`src/rtl/servo_pkg.sv`:
```
// Shared types and defaults for the servo PWM bank: channel state encoding,
// 50 MHz frame/width defaults and the command width clamp.
package servo_pkg;

  typedef enum logic [1:0] {
    IDLE  = 2'd0,
    HOLD  = 2'd1,
    DRIVE = 2'd2,
    REST  = 2'd3
  } chan_state_e;

  localparam int DEF_FRAME_TICKS = 1000000;
  localparam int DEF_MIN_WIDTH   = 50000;
  localparam int DEF_MAX_WIDTH   = 100000;

  function automatic int unsigned clamp_width(input int unsigned w,
                                              input int unsigned lo,
                                              input int unsigned hi);
    if (w < lo) return lo;
    if (w > hi) return hi;
    return w;
  endfunction

endpackage

```
`src/rtl/servo_chan.sv`:
```
// One servo channel: pending command slot, IDLE/HOLD/DRIVE/REST sequencer and
// registered pwm compare. SERVO_RAMP_EN limits width slew to RAMP_STEP per frame.
module servo_chan
  import servo_pkg::*;
#(
  parameter int CNT_W      = 20,
  parameter int WIDTH_W    = 17,
  parameter int FRAMES_W   = 8,
  parameter int MIN_WIDTH  = DEF_MIN_WIDTH,
  parameter int GAP_FRAMES = 50,
  parameter int RAMP_STEP  = 1000
) (
  input  logic                clk,
  input  logic                rst,
  input  logic                frame_start,
  input  logic [CNT_W-1:0]    cnt,
  input  logic                acc,
  input  logic [WIDTH_W-1:0]  acc_width,
  input  logic [FRAMES_W-1:0] acc_frames,
  output logic                pwm,
  output logic                busy,
  output logic                done
);

  localparam int GAP_W = $clog2(GAP_FRAMES + 2);
`ifdef SERVO_RAMP_EN
  localparam bit RAMP_EN = 1'b1;
`else
  localparam bit RAMP_EN = 1'b0;
`endif
  // Without ramping the step covers the whole width range, i.e. a jump.
  localparam longint STEP = RAMP_EN ? longint'(RAMP_STEP) : (longint'(1) << WIDTH_W);

  chan_state_e         state_q, state_d;
  logic                pend_vld_q, pend_vld_d;
  logic [WIDTH_W-1:0]  pend_width_q, pend_width_d;
  logic [FRAMES_W-1:0] pend_frames_q, pend_frames_d;
  logic [WIDTH_W-1:0]  tgt_q, tgt_d;
  logic [WIDTH_W-1:0]  act_q, act_d;
  logic [FRAMES_W-1:0] frames_left_q, frames_left_d;
  logic [GAP_W-1:0]    gap_left_q, gap_left_d;
  logic                pwm_q, pwm_d;
  logic                done_q, done_d;

  function automatic logic [WIDTH_W-1:0] step_to(input logic [WIDTH_W-1:0] cur,
                                                 input logic [WIDTH_W-1:0] tgt);
    longint c, t;
    c = longint'(cur);
    t = longint'(tgt);
    if (t > c + STEP) return WIDTH_W'(c + STEP);
    if (c > t + STEP) return WIDTH_W'(c - STEP);
    return tgt;
  endfunction

  always_comb begin
    state_d       = state_q;
    pend_vld_d    = pend_vld_q;
    pend_width_d  = pend_width_q;
    pend_frames_d = pend_frames_q;
    tgt_d         = tgt_q;
    act_d         = act_q;
    frames_left_d = frames_left_q;
    gap_left_d    = gap_left_q;
    done_d        = 1'b0;

    if (acc) begin
      pend_vld_d    = 1'b1;
      pend_width_d  = acc_width;
      pend_frames_d = acc_frames;
    end

    // Pending is consumed from the registered slot, so a command accepted on
    // a frame_start cycle waits for the following frame.
    if (frame_start) begin
      unique case (state_q)
        IDLE, HOLD: begin
          if (pend_vld_q) begin
            if (!acc) pend_vld_d = 1'b0;
            tgt_d         = pend_width_q;
            act_d         = step_to(act_q, pend_width_q);
            frames_left_d = pend_frames_q;
            state_d       = (pend_frames_q != '0) ? DRIVE : HOLD;
          end else if (state_q == HOLD) begin
            act_d = step_to(act_q, tgt_q);
          end
        end
        DRIVE: begin
          // Only frames driven at the target width count toward F.
          if (act_q != tgt_q) begin
            act_d = step_to(act_q, tgt_q);
          end else if (frames_left_q > FRAMES_W'(1)) begin
            frames_left_d = frames_left_q - FRAMES_W'(1);
          end else if (GAP_FRAMES == 0) begin
            state_d = IDLE;
            done_d  = 1'b1;
          end else begin
            state_d    = REST;
            gap_left_d = GAP_W'(GAP_FRAMES);
          end
        end
        REST: begin
          if (gap_left_q > GAP_W'(1)) begin
            gap_left_d = gap_left_q - GAP_W'(1);
          end else begin
            state_d = IDLE;
            done_d  = 1'b1;
          end
        end
        default: state_d = IDLE;
      endcase
    end

    // Compare against next-state width so the counter-0 tick is included.
    pwm_d = ((state_d == DRIVE) || (state_d == HOLD)) && (32'(cnt) < 32'(act_d));
  end

  always_ff @(posedge clk or posedge rst) begin
    if (rst) begin
      state_q       <= IDLE;
      pend_vld_q    <= 1'b0;
      pend_width_q  <= '0;
      pend_frames_q <= '0;
      tgt_q         <= WIDTH_W'(MIN_WIDTH);
      act_q         <= WIDTH_W'(MIN_WIDTH);
      frames_left_q <= '0;
      gap_left_q    <= '0;
      pwm_q         <= 1'b0;
      done_q        <= 1'b0;
    end else begin
      state_q       <= state_d;
      pend_vld_q    <= pend_vld_d;
      pend_width_q  <= pend_width_d;
      pend_frames_q <= pend_frames_d;
      tgt_q         <= tgt_d;
      act_q         <= act_d;
      frames_left_q <= frames_left_d;
      gap_left_q    <= gap_left_d;
      pwm_q         <= pwm_d;
      done_q        <= done_d;
    end
  end

  assign pwm  = pwm_q;
  assign done = done_q;
  assign busy = (pend_vld_q && (pend_frames_q != '0)) || (state_q == DRIVE) || (state_q == REST);

endmodule

```
`src/rtl/servo_pwm_bank.sv`:
```
// Multi-channel servo PWM bank: shared frame counter, command handshake decode
// and an array of servo_chan instances. SERVO_RAMP_EN enables width ramping.
module servo_pwm_bank
  import servo_pkg::*;
#(
  parameter int CHANNELS    = 4,
  parameter int FRAME_TICKS = DEF_FRAME_TICKS,
  parameter int WIDTH_W     = 17,
  parameter int FRAMES_W    = 8,
  parameter int MIN_WIDTH   = DEF_MIN_WIDTH,
  parameter int MAX_WIDTH   = DEF_MAX_WIDTH,
  parameter int GAP_FRAMES  = 50,
  parameter int RAMP_STEP   = 1000,
  localparam int CHAN_W     = (CHANNELS > 1) ? $clog2(CHANNELS) : 1
) (
  input  logic                clk,
  input  logic                rst,
  input  logic                cmd_valid,
  output logic                cmd_ready,
  input  logic [CHAN_W-1:0]   cmd_chan,
  input  logic [WIDTH_W-1:0]  cmd_width,
  input  logic [FRAMES_W-1:0] cmd_frames,
  output logic                cmd_err,
  output logic [CHANNELS-1:0] pwm,
  output logic [CHANNELS-1:0] busy,
  output logic [CHANNELS-1:0] done,
  output logic                frame_start
);

  localparam int CNT_W = (FRAME_TICKS > 1) ? $clog2(FRAME_TICKS) : 1;
  localparam int SEL_W = 1 << CHAN_W;

  logic [CNT_W-1:0]    cnt_q, cnt_d;
  logic                frame_start_q, frame_start_d;
  logic                cmd_err_q, cmd_err_d;
  logic                in_range, xfer;
  logic [SEL_W-1:0]    busy_ext;
  logic [WIDTH_W-1:0]  width_clamped;
  logic [CHANNELS-1:0] acc;

  // Unused channel codes read as not-busy, so out-of-range commands are ready.
  assign busy_ext  = SEL_W'(busy);
  assign cmd_ready = ~busy_ext[cmd_chan];
  assign in_range  = 32'(cmd_chan) < 32'(CHANNELS);
  assign xfer      = cmd_valid & cmd_ready;
  assign width_clamped = WIDTH_W'(clamp_width(32'(cmd_width), MIN_WIDTH, MAX_WIDTH));

  always_comb begin
    cnt_d         = (cnt_q == CNT_W'(FRAME_TICKS - 1)) ? '0 : cnt_q + CNT_W'(1);
    frame_start_d = (cnt_d == '0);
    cmd_err_d     = xfer & ~in_range;
  end

  always_ff @(posedge clk or posedge rst) begin
    if (rst) begin
      cnt_q         <= '0;
      frame_start_q <= 1'b0;
      cmd_err_q     <= 1'b0;
    end else begin
      cnt_q         <= cnt_d;
      frame_start_q <= frame_start_d;
      cmd_err_q     <= cmd_err_d;
    end
  end

  for (genvar i = 0; i < CHANNELS; i++) begin : g_acc
    assign acc[i] = xfer && (cmd_chan == CHAN_W'(i));
  end

  servo_chan #(
    .CNT_W      (CNT_W),
    .WIDTH_W    (WIDTH_W),
    .FRAMES_W   (FRAMES_W),
    .MIN_WIDTH  (MIN_WIDTH),
    .GAP_FRAMES (GAP_FRAMES),
    .RAMP_STEP  (RAMP_STEP)
  ) u_chan [CHANNELS-1:0] (
    .clk         (clk),
    .rst         (rst),
    .frame_start (frame_start_q),
    .cnt         (cnt_q),
    .acc         (acc),
    .acc_width   (width_clamped),
    .acc_frames  (cmd_frames),
    .pwm         (pwm),
    .busy        (busy),
    .done        (done)
  );

  assign frame_start = frame_start_q;
  assign cmd_err     = cmd_err_q;

endmodule

```
`config.mk`:
```
export PLATFORM = sky130hd
export DESIGN_NAME = servo_pwm_bank
export DESIGN_NICKNAME = d
export VERILOG_FILES = /design/src/rtl/servo_pkg.sv /design/src/rtl/servo_chan.sv /design/src/rtl/servo_pwm_bank.sv
export SDC_FILE = /design/constraint.sdc
export NUM_CORES = 1
export LEC_CHECK = 0
export BUFFER_PORTS_ARGS = -buffer_cell sky130_fd_sc_hd__clkbuf_2
export CORE_MARGIN = 2
export CORE_UTILIZATION = 55
export DETAILED_ROUTE_END_ITERATION = 10
export GPL_TIMING_DRIVEN = 0
export PLACE_DENSITY_LB_ADDON = 0.3
export SLEW_MARGIN = 30
export SYNTH_ARGS = -nofsm -noshare
export SYNTH_HDL_FRONTEND = slang
export SYNTH_SLANG_ARGS = --single-unit
```
`constraint.sdc`:
```
create_clock -name clk -period 9.1 [get_ports clk]
set_input_delay 0 -clock clk [delete_from_list [all_inputs] [get_ports clk]]
set_output_delay 0 -clock clk [all_outputs]
set_load 0.01 [all_outputs]
```
Word-level counts from Yosys, hierarchy flattened
Cells that the tools add are included.
- reductions and logical operators: 58
- equality and inequality tests: 48
- muxes and demuxes: 270
- bitwise logic cells: 2
- $add $sub $neg: 25
- order comparisons: 31
- operators with widths (operator ; count):
    > comparator 18 x 64 -> 1 bit ; 16
    2-to-1 mux 17 bit ; 59
    adder 17 x 18 -> 19 bit (second input constant) ; 12
    2-to-1 mux 1 bit ; 144
    one-hot mux 17 bit (2 select lines) ; 4
    2-to-1 mux 8 bit ; 12
    < comparator 20 x 17 -> 1 bit ; 4
    2-to-1 mux 6 bit ; 12
    != test 17 bit ; 4
    subtractor 17 x 1 -> 17 bit (second input constant) ; 4
    one-hot mux 8 bit (2 select lines) ; 4
    2-to-1 mux 2 bit ; 24
    one-hot mux 6 bit (2 select lines) ; 4
    AND reduction 5 bit ; 8
    > comparator 8 x 1 -> 1 bit (second input constant) ; 4
    nonzero test 8 bit ; 4
    subtractor 8 x 1 -> 8 bit (second input constant) ; 4
    == test 2 bit (second input constant) ; 14
    > comparator 6 x 1 -> 1 bit (second input constant) ; 4
    != test 2 x 1 -> 1 bit (second input constant) ; 12
    one-hot mux 2 bit (3 select lines) ; 4
    subtractor 6 x 1 -> 6 bit (second input constant) ; 4
    adder 20 x 1 -> 20 bit (second input constant) ; 1
    == test 20 bit (second input constant) ; 1
    other kinds (17) ; 71
- output and inout bits: 15
- word-level logic and storage cells: 476
- bits in registers: 333

Logic depth before layout (Yosys ltp)
Gate-level depths: netlist of the first run.
- word-level depth: 20
- depth in mapped cells: 16
- mapped depth without buffers: 15

Hierarchy
Synthesis of the first run repeated with hierarchy kept, for this count alone.
- cell total of the unflattened synthesis: 1864
- area total of the unflattened synthesis: 19063.3 um2
- modules (own cells, without submodules) (module ; area an instance (um2) ; cells an instance ; instances):
    servo_chan ; 4376.7 ; 421 ; 4
    servo_pwm_bank ; 1556.5 ; 180 ; 1

Least setup slack after synthesis of the first run
Ideal clock, no wire load.
- kind: register to register
- start: register u_chan[2].tgt_q[4]
- end: register u_chan[2].pwm_q
- data arrival time: 3352 ps
- setup slack: 5682 ps
- buffers on the path: 2
- stages on the path, launching flop included: 17
- cell sequence: dfstp_2 -> xor2_1 -> nor4_2 -> nand3_1 -> nor2_4 -> nor2_2 -> o21a_1 -> buf_6 -> buf_6 -> a221oi_1 -> ha_1 -> a21oi_1 -> nor2_1 -> a211oi_1 -> o21ai_0 -> a2111oi_0 -> o211a_1
- cells in the longest elaborated chain, start to end: 16
- RTL lines (item ; RTL line ; source):
    start: declaration ; servo_chan.sv:38 ; logic [WIDTH_W-1:0] tgt_q, tgt_d;
    start signal: assignment ; servo_chan.sv:123 ; tgt_q <= WIDTH_W'(MIN_WIDTH);
    start signal: assignment ; servo_chan.sv:134 ; tgt_q <= tgt_d;
    adder 17 x 18 -> 19 bit ; servo_chan.sv:51 ; if (c > t + STEP) return WIDTH_W'(c - STEP);
    > comparator 18 x 64 -> 1 bit ; servo_chan.sv:51 ;
    2-to-1 mux 1 bit (2 in series) ; servo_chan.sv:51 ;
    2-to-1 mux 1 bit ; servo_chan.sv:83 ; end else if (state_q == HOLD) begin
    2-to-1 mux 1 bit ; servo_chan.sv:77 ; if (pend_vld_q) begin
    2-to-1 mux 1 bit ; servo_chan.sv:75 ; unique case (state_q)
    2-to-1 mux 1 bit ; servo_chan.sv:74 ; if (frame_start) begin
    2-to-1 mux 17 bit ; servo_chan.sv:52 ; return tgt;
    2-to-1 mux 17 bit ; servo_chan.sv:51 ;
    2-to-1 mux 17 bit ; servo_chan.sv:83 ;
    2-to-1 mux 17 bit ; servo_chan.sv:77 ;
    one-hot mux 17 bit (2 select lines) ; servo_chan.sv:75 ;
    2-to-1 mux 17 bit ; servo_chan.sv:74 ;
    < comparator 20 x 17 -> 1 bit ; servo_chan.sv:114 ; pwm_d = ((state_d == DRIVE) || (state_d == HOLD)) && (32'(cnt) < 32'(act_d));
    logical AND 1 bit (*) ; servo_chan.sv:114 ;
    via u_chan[2].pwm_d ; servo_chan.sv:42 ; logic pwm_q, pwm_d;
    end signal: assignment ; servo_chan.sv:138 ; pwm_q <= pwm_d;
    end: declaration ; servo_chan.sv:42 ;
Mark *: on every way through the listed nets, which the timed path passes. The rest lies on a longest branch. The select of a mux whose other input is x is not followed.
A chain may end at the register's enable or synchronous reset.

Final worst setup path of the first run
- start: register frame_start_q, in the netlist frame_start
- end: register u_chan[0].pwm_q
- cells in the longest elaborated chain, start to end: 4
- RTL lines (item ; RTL line ; source):
    start: declaration ; servo_pwm_bank.sv:34 ; logic frame_start_q, frame_start_d;
    start signal: assignment ; servo_pwm_bank.sv:61 ; frame_start_q <= frame_start_d;
    branches (longest 3 deep; another with < comparator 20 x 17 -> 1 bit) ; - ;
    logical AND 1 bit (*) ; servo_chan.sv:114 ;
    via u_chan[0].pwm_d ; servo_chan.sv:42 ;
    end signal: assignment ; servo_chan.sv:138 ;
    end: declaration ; servo_chan.sv:42 ;
Mark *: on every way through the listed nets, which the timed path passes.

==> results of run 1 <==
==> synthesized netlist by cell type (12+ instances only) <==
cell type	number
sky130_fd_sc_hd__nor3_1	40
sky130_fd_sc_hd__inv_1	72
sky130_fd_sc_hd__and3_1	14
sky130_fd_sc_hd__ha_1	81
sky130_fd_sc_hd__buf_2	14
sky130_fd_sc_hd__nand3_1	43
sky130_fd_sc_hd__a22o_1	48
sky130_fd_sc_hd__nor2_1	140
sky130_fd_sc_hd__xnor2_1	47
sky130_fd_sc_hd__nand2b_1	22
sky130_fd_sc_hd__nand2_1	387
sky130_fd_sc_hd__a21o_1	23
sky130_fd_sc_hd__nand4_1	24
sky130_fd_sc_hd__nor2b_1	14
sky130_fd_sc_hd__buf_1	14
sky130_fd_sc_hd__clkbuf_1	73
sky130_fd_sc_hd__buf_4	13
sky130_fd_sc_hd__dfrtp_1	285
sky130_fd_sc_hd__nor4_1	24
sky130_fd_sc_hd__mux2i_1	33
sky130_fd_sc_hd__o22ai_1	25
sky130_fd_sc_hd__or3_1	16
sky130_fd_sc_hd__dfstp_2	48
sky130_fd_sc_hd__o2bb2ai_1	12
sky130_fd_sc_hd__mux2_2	24
sky130_fd_sc_hd__a221o_1	13
sky130_fd_sc_hd__a21oi_1	115
sky130_fd_sc_hd__o21ai_0	125
sky130_fd_sc_hd__a22oi_1	40
sky130_fd_sc_hd__xor2_1	53
sky130_fd_sc_hd__and2_1	20
==> flip-flops by register name (all words and copies together) (netlist names) <==
register / count
cnt_q: 20
frame_start: 1
u_chan.act_q: 68
u_chan.done: 4
u_chan.frames_left_q: 32
u_chan.gap_left_q: 24
u_chan.pend_frames_q: 32
u_chan.pend_vld_q: 4
u_chan.pend_width_q: 68
u_chan.pwm: 4
u_chan.state_q: 8
u_chan.tgt_q: 68
==> layer usage <==
| metal | GRT usage [%] | vias to the layer above | wire, um |
|---|---|---|---|
| met5 | 0 | - | 10 |
| met4 | 15.68 | 2 | 3117 |
| met3 | 6.327 | 172 | 5105 |
| met2 | 51.70 | 845 | 26600 |
| met1 | 46.08 | 8378 | 25100 |
| li1 | - | 7645 | - |
==> kinds of logic after synthesis <==
family	synth area share [%]
other cells	0.01979
xor+xnor	4.622
buf+inv	4.272
simple gates	18.90
flops	44.29
compound gates	19.38
fa+ha+maj	5.348
mux	3.169
==> how the worst max path moves through the flow <==
| stage | startpoint | to | depth (start not counted) |
|---|---|---|---|
| floorplan | rst | cnt_q[0] | 1 |
| global placement | rst | u_chan[2].tgt_q[13] | 2 |
| detailed placement | frame_start | u_chan[0].pwm | 13 |
| CTS | frame_start | u_chan[0].pwm | 13 |
| global route | frame_start | u_chan[0].pwm | 13 |
| finish | frame_start | u_chan[0].pwm | 13 |
==> placed cells by master (no fill, tap or decap), types with 41 or more instances in the layout <==
| cell type | netlist | layout |
|---|---|---|
| sky130_fd_sc_hd__o21ai_0 | 125 | 125 |
| sky130_fd_sc_hd__ha_1 | 81 | 81 |
| sky130_fd_sc_hd__nand3_1 | 43 | 43 |
| sky130_fd_sc_hd__clkbuf_1 | 73 | 85 |
| sky130_fd_sc_hd__a22o_1 | 48 | 48 |
| sky130_fd_sc_hd__xnor2_1 | 47 | 47 |
| sky130_fd_sc_hd__dfstp_2 | 48 | 48 |
| sky130_fd_sc_hd__inv_1 | 72 | 71 |
| sky130_fd_sc_hd__nor2_1 | 140 | 140 |
| sky130_fd_sc_hd__xor2_1 | 53 | 53 |
| sky130_fd_sc_hd__nand2_1 | 387 | 387 |
| sky130_fd_sc_hd__clkbuf_16 | 0 | 41 |
| sky130_fd_sc_hd__a21oi_1 | 115 | 115 |
| sky130_fd_sc_hd__dfrtp_1 | 285 | 285 |
==> stage by stage <==
stage	hold WS, ns	instance area [sq um]	power [W]	instances	util (%)
2_1_floorplan	0.1054	18950	0.002210	2084	-
3_3_place_gp	0.3590	19720	0.002391	2572	58.50
5_1_grt	0.05261	21490	0.004193	2673	63.78
4_1_cts	0.01695	21480	0.004038	2672	63.73
6_report	0.06016	21490	0.004043	2673	63.78
3_5_place_dp	0.08336	19990	0.002432	2585	59.32
==> worst max-delay path: stages, from the launching register on <==
cell and delay [ns]:
sky130_fd_sc_hd__dfrtp_1 0.65, sky130_fd_sc_hd__clkbuf_1 0.76, sky130_fd_sc_hd__clkbuf_1 0.82, sky130_fd_sc_hd__buf_2 0.50, sky130_fd_sc_hd__nand2_1 0.22, sky130_fd_sc_hd__o311ai_0 0.79, sky130_fd_sc_hd__ha_1 0.39, sky130_fd_sc_hd__a21oi_1 0.14
sky130_fd_sc_hd__nor2b_1 0.06, sky130_fd_sc_hd__o21ai_0 0.14, sky130_fd_sc_hd__nand2b_1 0.08, sky130_fd_sc_hd__a2111oi_0 0.42, sky130_fd_sc_hd__o41ai_1 0.15, sky130_fd_sc_hd__a211oi_1 0.34
==> layout make-up <==
type                            count  area share [%]
Sequential cell                   333           39.05
Clock inverter                      7          0.5123
Inverter                           75           1.327
Timing Repair Buffer               72           3.039
Tap cell                          448           2.608
Clock buffer                       62           5.559
Multi-Input combinational cell   1559           45.45
Buffer                            117           2.457
==> power groups by stage <==
stage / Sequential, W / Clock (W) / Combinational (W)
2_1_floorplan: 0.00180 / 0 / 0.000406
3_3_place_gp: 0.00188 / 0 / 0.000511
3_5_place_dp: 0.00188 / 0 / 0.000549
4_1_cts: 0.00186 / 0.00162 / 0.000561
5_1_grt: 0.00189 / 0.00167 / 0.000632
6_report: 0.00187 / 0.00160 / 0.000568
==> timing repair <==
action	in CTS	in global routing
hold endpoints to repair	124	1
hold buffers	18	1
setup endpoints to repair	0	0
==> impl_metrics.sql, run 1 <==
INSERT INTO impl_metrics (metric_group, metric, value, unit) VALUES
('yosys', 'synth_largest_type_area_fraction', '37.63', '%'),
('outcome', 'status', 'complete, no violations', ''),
('floorplan', 'rows', '67', ''),
('detailed_routing', 'drtAntennaViolNets', '0', ''),
('setup_path', 'timing.rr.end', 'u_chan[0].pwm', ''),
('sta', 'worst_slew_margin_rel', '28.58', '%'),
('job', 'cap_viol_max_count', '0', ''),
('worst_hold_path', 'hold_path_start', 'cmd_width[14]', ''),
('sta', 'tightest_slew', '1.071', 'ns'),
('finish', 'nNetsFinal', '2308', ''),
('floorplan', 'starting_density', '56.23', '%'),
('setup_path', 'timing.rr.start', 'frame_start', ''),
('pwr', 'power_frac_seq', '46.4', '%'),
('sta', 'timing.clock.skew', '0.01700', 'ns'),
('clocking', 'clock_tree_from_tritoncts', 'yes', ''),
('yosys', 'yosys_register_bits', '333', ''),
('detailed_routing', 'wire_per_inst', '22.42', 'um'),
('worst_hold_path', 'worst_hold_path.endpoint', 'u_chan[0].pend_width_q[14]', ''),
('clocking', 'cts-buffers-inserted', '39', ''),
('detailed_routing', 'route.vias.total', '17040', ''),
('worst_hold_path', 'timing.hold.worst.class', 'primary input to register', ''),
('sta', 'final_min_period_over_clock_period', '61.28', '%'),
('pwr', 'switching_power_share_of_the_total', '27.99', '%'),
('clocking', 'postCtsSetupRepairBufs', '0', ''),
('worst_hold_path', 'min_path_cells', '3', ''),
('setup_path', 'timing.critical_path.from_type', 'register', ''),
('detailed_routing', 'first_pass_iters', '5', ''),
('setup_path', 'rr_worst_depth', '13', ''),
('finish', 'area_used_by_multi_input_combinational_logic', '9768', 'sq um'),
('yosys', 'synthesis.area', '18950', 'sq um'),
('yosys', 'synth-main-ff-cell', 'sky130_fd_sc_hd__dfrtp_1', ''),
('place', 'dp_hpwl', '41820', 'um'),
('sta', 'timing_hold_violations_final', '0', ''),
('detailed_routing', 'drc_errors', '0', ''),
('setup_path', 'crit_required', '9.52', 'ns'),
('finish', 'area_growth', '13.42', '%'),
('sta', 'setup_viol', '0', ''),
('finish', 'antenna-diode-count', '0', ''),
('sta', 'finalMaxSlewViolations', '0', ''),
('global_routing', 'maximum_number_of_pins_on_one_net_before_global_route_repair', '32', ''),
('sta', 'unrepaired_setup_endpoints_after_global_routing', 'no', ''),
('sta', 'fin_crit', '5.577', 'ns'),
('floorplan', 'core-area', '33700', 'sq um'),
('yosys', 'synth_enable_flop_cells', '0', ''),
('yosys', 'netlist-cell-type-count', '88', ''),
('global_routing', 'first_global_vias', '16150', ''),
('pwr', 'switchingPower', '0.001132', 'W'),
('clocking', 'cts-htree-levels', '2', ''),
('clocking', 'clk_latency', '0.55', 'ns'),
('clocking', 'clock_pin_slew_on_the_worst_setup_and_hold_paths', '0.06', 'ns'),
('place', 'io_buffers', '40', ''),
('floorplan', 'die-width', '189.6', 'um'),
('pwr', 'power_frac_comb', '14.0', '%'),
('finish', 'layout-drive-gt1-share', '11.19', '%'),
('setup_path', 'ff2ff_setup_slack', '3.52', 'ns'),
('global_routing', 'total_global_route_track_usage', '33.56', '%'),
('pwr', 'total_leakage_power', '10.09', 'nW'),
('detailed_routing', 'drt_first_iter_violations', '2034', ''),
('setup_path', 'critical_path_class', 'register to register', ''),
('place', 'gp_routability_congestion', '0.9586', ''),
('yosys', 'synthArstFlopShare', '100.0', '%'),
('setup_path', 'crit_arrival', '5.99', 'ns'),
('setup_path', 'timing.critical_path.fanout_max', '10', ''),
('clocking', 'post_cts.resized_instances', '0', ''),
('yosys', 'synthTopCellsByArea', 'sky130_fd_sc_hd__dfrtp_1 38%, sky130_fd_sc_hd__nand2_1 7.7%, sky130_fd_sc_hd__dfstp_2 6.7%', ''),
('setup_path', 'setup.worst_path.end_class', 'register', ''),
('clocking', 'clockBufferDepth', '3', ''),
('floorplan', 'ioPinCount', '45', ''),
('yosys', 'netlist.top_cell.by_area', 'sky130_fd_sc_hd__dfrtp_1', ''),
('finish', 'final.fill_count', '2831', ''),
('detailed_routing', 'via_per_inst', '6.376', '');
Note: power is estimated with default switching activity, not from simulation.
==> inputs of run 2 (changes only) <==
==> constraint.sdc (replaced) <==
create_clock -name clk -period 5.7 [get_ports clk]
set_input_delay 0 -clock clk [delete_from_list [all_inputs] [get_ports clk]]
set_output_delay 0 -clock clk [all_outputs]
set_load 0.01 [all_outputs]
==> impl_metrics.sql, run 2 (synthesis results as in run 1) <==
INSERT INTO impl_metrics (metric_group, metric, value, unit) VALUES
('place', 'postPlaceCellArea', '19990', 'sq um'),
('global_routing', 'grt_pass1_wl', '93070', 'um'),
('pwr', 'switching_power_share_of_the_total', '28.02', '%'),
('floorplan', 'die_y', '189.6', 'um'),
('place', 'gp_routability_congestion', '0.9586', ''),
('pwr', 'power_frac_comb', '14.0', '%'),
('floorplan', 'dieArea', '35960', 'sq um'),
('sta', 'fin_crit', '5.233', 'ns'),
('clocking', 'cts.root.buffer_cell', 'sky130_fd_sc_hd__clkbuf_16', ''),
('clocking', 'clock_tree_from_tritoncts', 'yes', ''),
('setup_path', 'crit_arrival', '5.65', 'ns'),
('setup_path', 'timing.critical_path.from_type', 'register', ''),
('setup_path', 'crit_required', '6.12', 'ns'),
('global_routing', 'maximum_number_of_pins_on_one_net_before_global_route_repair', '32', ''),
('detailed_routing', 'drtAntennaViolNets', '0', ''),
('floorplan', 'rows', '67', ''),
('finish', 'antenna-diode-count', '0', ''),
('worst_hold_path', 'timing.hold.worst.class', 'primary input to register', ''),
('finish', 'area_growth', '13.46', '%'),
('detailed_routing', 'drc_errors', '0', ''),
('finish', 'fin_area', '21500', 'sq um'),
('detailed_routing', 'via_per_inst', '6.360', ''),
('floorplan', 'ioPinCount', '45', ''),
('pwr', 'internal_power', '0.004648', 'W'),
('pwr', 'power_density_of_the_placed_cells', '300.3', 'nW/um^2'),
('pwr', 'share_clk_of_total_power', '39.6', '%'),
('floorplan', 'starting_density', '56.23', '%'),
('global_routing', 'total_global_route_track_usage', '33.56', '%'),
('clocking', 'clockBufferDepth', '3', ''),
('clocking', 'clock_sink_count', '333', ''),
('sta', 'finalWorstSetupSlack', '0.4666', 'ns'),
('global_routing', 'antenna_found_initial', '1', ''),
('detailed_routing', 'route.vias.total', '17000', ''),
('sta', 'tightest_slew', '1.058', 'ns'),
('pwr', 'vdd_ir_drop_max', '225.1', 'uV'),
('sta', 'max_clock_freq', '191.1', 'MHz'),
('job', 'cap_viol_max_count', '0', ''),
('clocking', 'clk_latency', '0.54', 'ns'),
('sta', 'unrepaired_setup_endpoints_after_global_routing', 'no', ''),
('clocking', 'cts-buffers-inserted', '39', ''),
('clocking', 'cts-htree-levels', '2', ''),
('sta', 'timing.clock.skew', '0.01722', 'ns'),
('sta', 'worst_slew_margin_rel', '29.45', '%'),
('sta', 'setup_viol', '0', ''),
('detailed_routing', 'wire_per_inst', '22.45', 'um'),
('sta', 'finalMaxSlewViolations', '0', ''),
('sta', 'final_min_period_over_clock_period', '91.81', '%'),
('finish', 'commonest_non_fill_non_tap_cell_in_the_layout', 'sky130_fd_sc_hd__nand2_1', ''),
('setup_path', 'setup.worst_path.end_class', 'register', ''),
('clocking', 'clock_pin_slew_on_the_worst_setup_and_hold_paths', '0.06', 'ns'),
('pwr', 'total_leakage_power', '10.10', 'nW'),
('detailed_routing', 'wirelength', '60000', 'um'),
('pwr', 'switchingPower', '0.001809', 'W'),
('sta', 'timing_hold_violations_final', '0', ''),
('finish', 'nNetsFinal', '2308', ''),
('setup_path', 'timing.critical_path.fanout_max', '10', ''),
('detailed_routing', 'first_pass_iters', '5', ''),
('outcome', 'status', 'complete, no violations', ''),
('finish', 'reg_top3', 'u_chan.act_q (68), u_chan.pend_width_q (68), u_chan.tgt_q (68)', ''),
('finish', 'layout_common_cells', '387 x sky130_fd_sc_hd__nand2_1, 285 x sky130_fd_sc_hd__dfrtp_1, 140 x sky130_fd_sc_hd__nor2_1', ''),
('finish', 'layout-drive-gt1-share', '11.28', '%'),
('floorplan', 'die-width', '189.6', 'um'),
('setup_path', 'critical_path_class', 'register to register', ''),
('finish', 'final.fill_count', '2827', ''),
('place', 'post_place_setup_slack', '0.3821', 'ns'),
('global_routing', 'grt_overflow', '0', ''),
('pwr', 'power_frac_seq', '46.3', '%'),
('floorplan', 'core-area', '33700', 'sq um'),
('detailed_routing', 'drt_first_iter_violations', '1897', ''),
('place', 'dp_hpwl', '41820', 'um'),
('place', 'io_buffers', '40', ''),
('global_routing', 'first_global_vias', '16150', '');
## run 2: cell count changes in the layout (fill, tap and decap cells not counted)
cell and change:
sky130_fd_sc_hd__clkdlybuf4s15_1 +1, sky130_fd_sc_hd__clkbuf_2 +2, sky130_fd_sc_hd__clkbuf_1 -2, sky130_fd_sc_hd__buf_1 -1
## run 2: routing by layer
metal | GRT usage, % | vias to the layer above | part of all wire (%)
met5 | 0 | - | 0.017
met4 | 15.68 | 2 | 5.2
met3 | 6.327 | 178 | 8.5
met2 | 51.70 | 822 | 45
met1 | 46.08 | 8354 | 42
li1 | - | 7644 | -
## run 2: worst paths after layout
path                                                 from                    endpoint  slack, ns  cells after the start
worst max-delay path                          frame_start               u_chan[0].pwm       0.47                     13
worst min-delay path                        cmd_width[14]  u_chan[0].pend_width_q[14]       0.06                      3
worst max register to register                frame_start               u_chan[0].pwm       0.47                     13
worst min register to register  u_chan[2].pend_width_q[7]   u_chan[2].pend_width_q[7]       0.48                      2
max in group asynchronous                             rst          u_chan[2].tgt_q[9]       4.38                      7
min in group asynchronous                             rst               u_chan[3].pwm       0.07                      3
## run 2: area by class of cell
| class | instances | area [sq um] | share of cell area (%) |
|---|---|---|---|
| buffer | 117 | 536.8 | 2.496 |
| tap | 448 | 560.5 | 2.607 |
| clock inverter | 7 | 110.1 | 0.5121 |
| multi-input combinational | 1559 | 9768 | 45.43 |
| sequential | 333 | 8393 | 39.03 |
| clock buffer | 62 | 1195 | 5.557 |
| inverter | 75 | 285.3 | 1.327 |
| timing repair buffer | 72 | 653.1 | 3.038 |
## run 2: power groups by stage
stage               registers (W)  clock network (W)  logic [W]
floorplan                 0.00288                  0   0.000647
global placement          0.00300                  0   0.000816
detailed placement        0.00301                  0   0.000877
CTS                       0.00297            0.00258   0.000896
global route              0.00301            0.00267    0.00101
finish                    0.00299            0.00256   0.000907
## run 2: per-stage QoR
stage,util [%],power (W),instances,hold slack [ns],TNS (ns)
global route,63.80,0.006694,2673,0.05261,0
floorplan,-,0.003528,2084,0.1054,0
global placement,58.50,0.003817,2572,0.3590,-185.26
CTS,63.73,0.006447,2672,0.01695,0
finish,63.80,0.006457,2673,0.05898,0
detailed placement,59.32,0.003883,2585,0.08336,0
## run 2: timing repair
| item | CTS | global route |
|---|---|---|
| hold endpoints to repair | 124 | 1 |
| setup buffers | 0 | 0 |
| endpoints found under the setup margin | 0 | 1 |
| gates resized for setup | 0 | 7 |
| hold buffers | 18 | 1 |
## run 2: critical path, cell delays in order, from the launching register on
cell	delay, ns
sky130_fd_sc_hd__dfrtp_1	0.68
sky130_fd_sc_hd__clkdlybuf4s15_1	0.75
sky130_fd_sc_hd__clkbuf_2	0.53
sky130_fd_sc_hd__buf_2	0.44
sky130_fd_sc_hd__nand2_1	0.22
sky130_fd_sc_hd__o311ai_0	0.79
sky130_fd_sc_hd__ha_1	0.39
sky130_fd_sc_hd__a21oi_1	0.13
sky130_fd_sc_hd__nor2b_1	0.06
sky130_fd_sc_hd__o21ai_0	0.14
sky130_fd_sc_hd__nand2b_1	0.08
sky130_fd_sc_hd__a2111oi_0	0.42
sky130_fd_sc_hd__o41ai_1	0.15
sky130_fd_sc_hd__a211oi_1	0.33
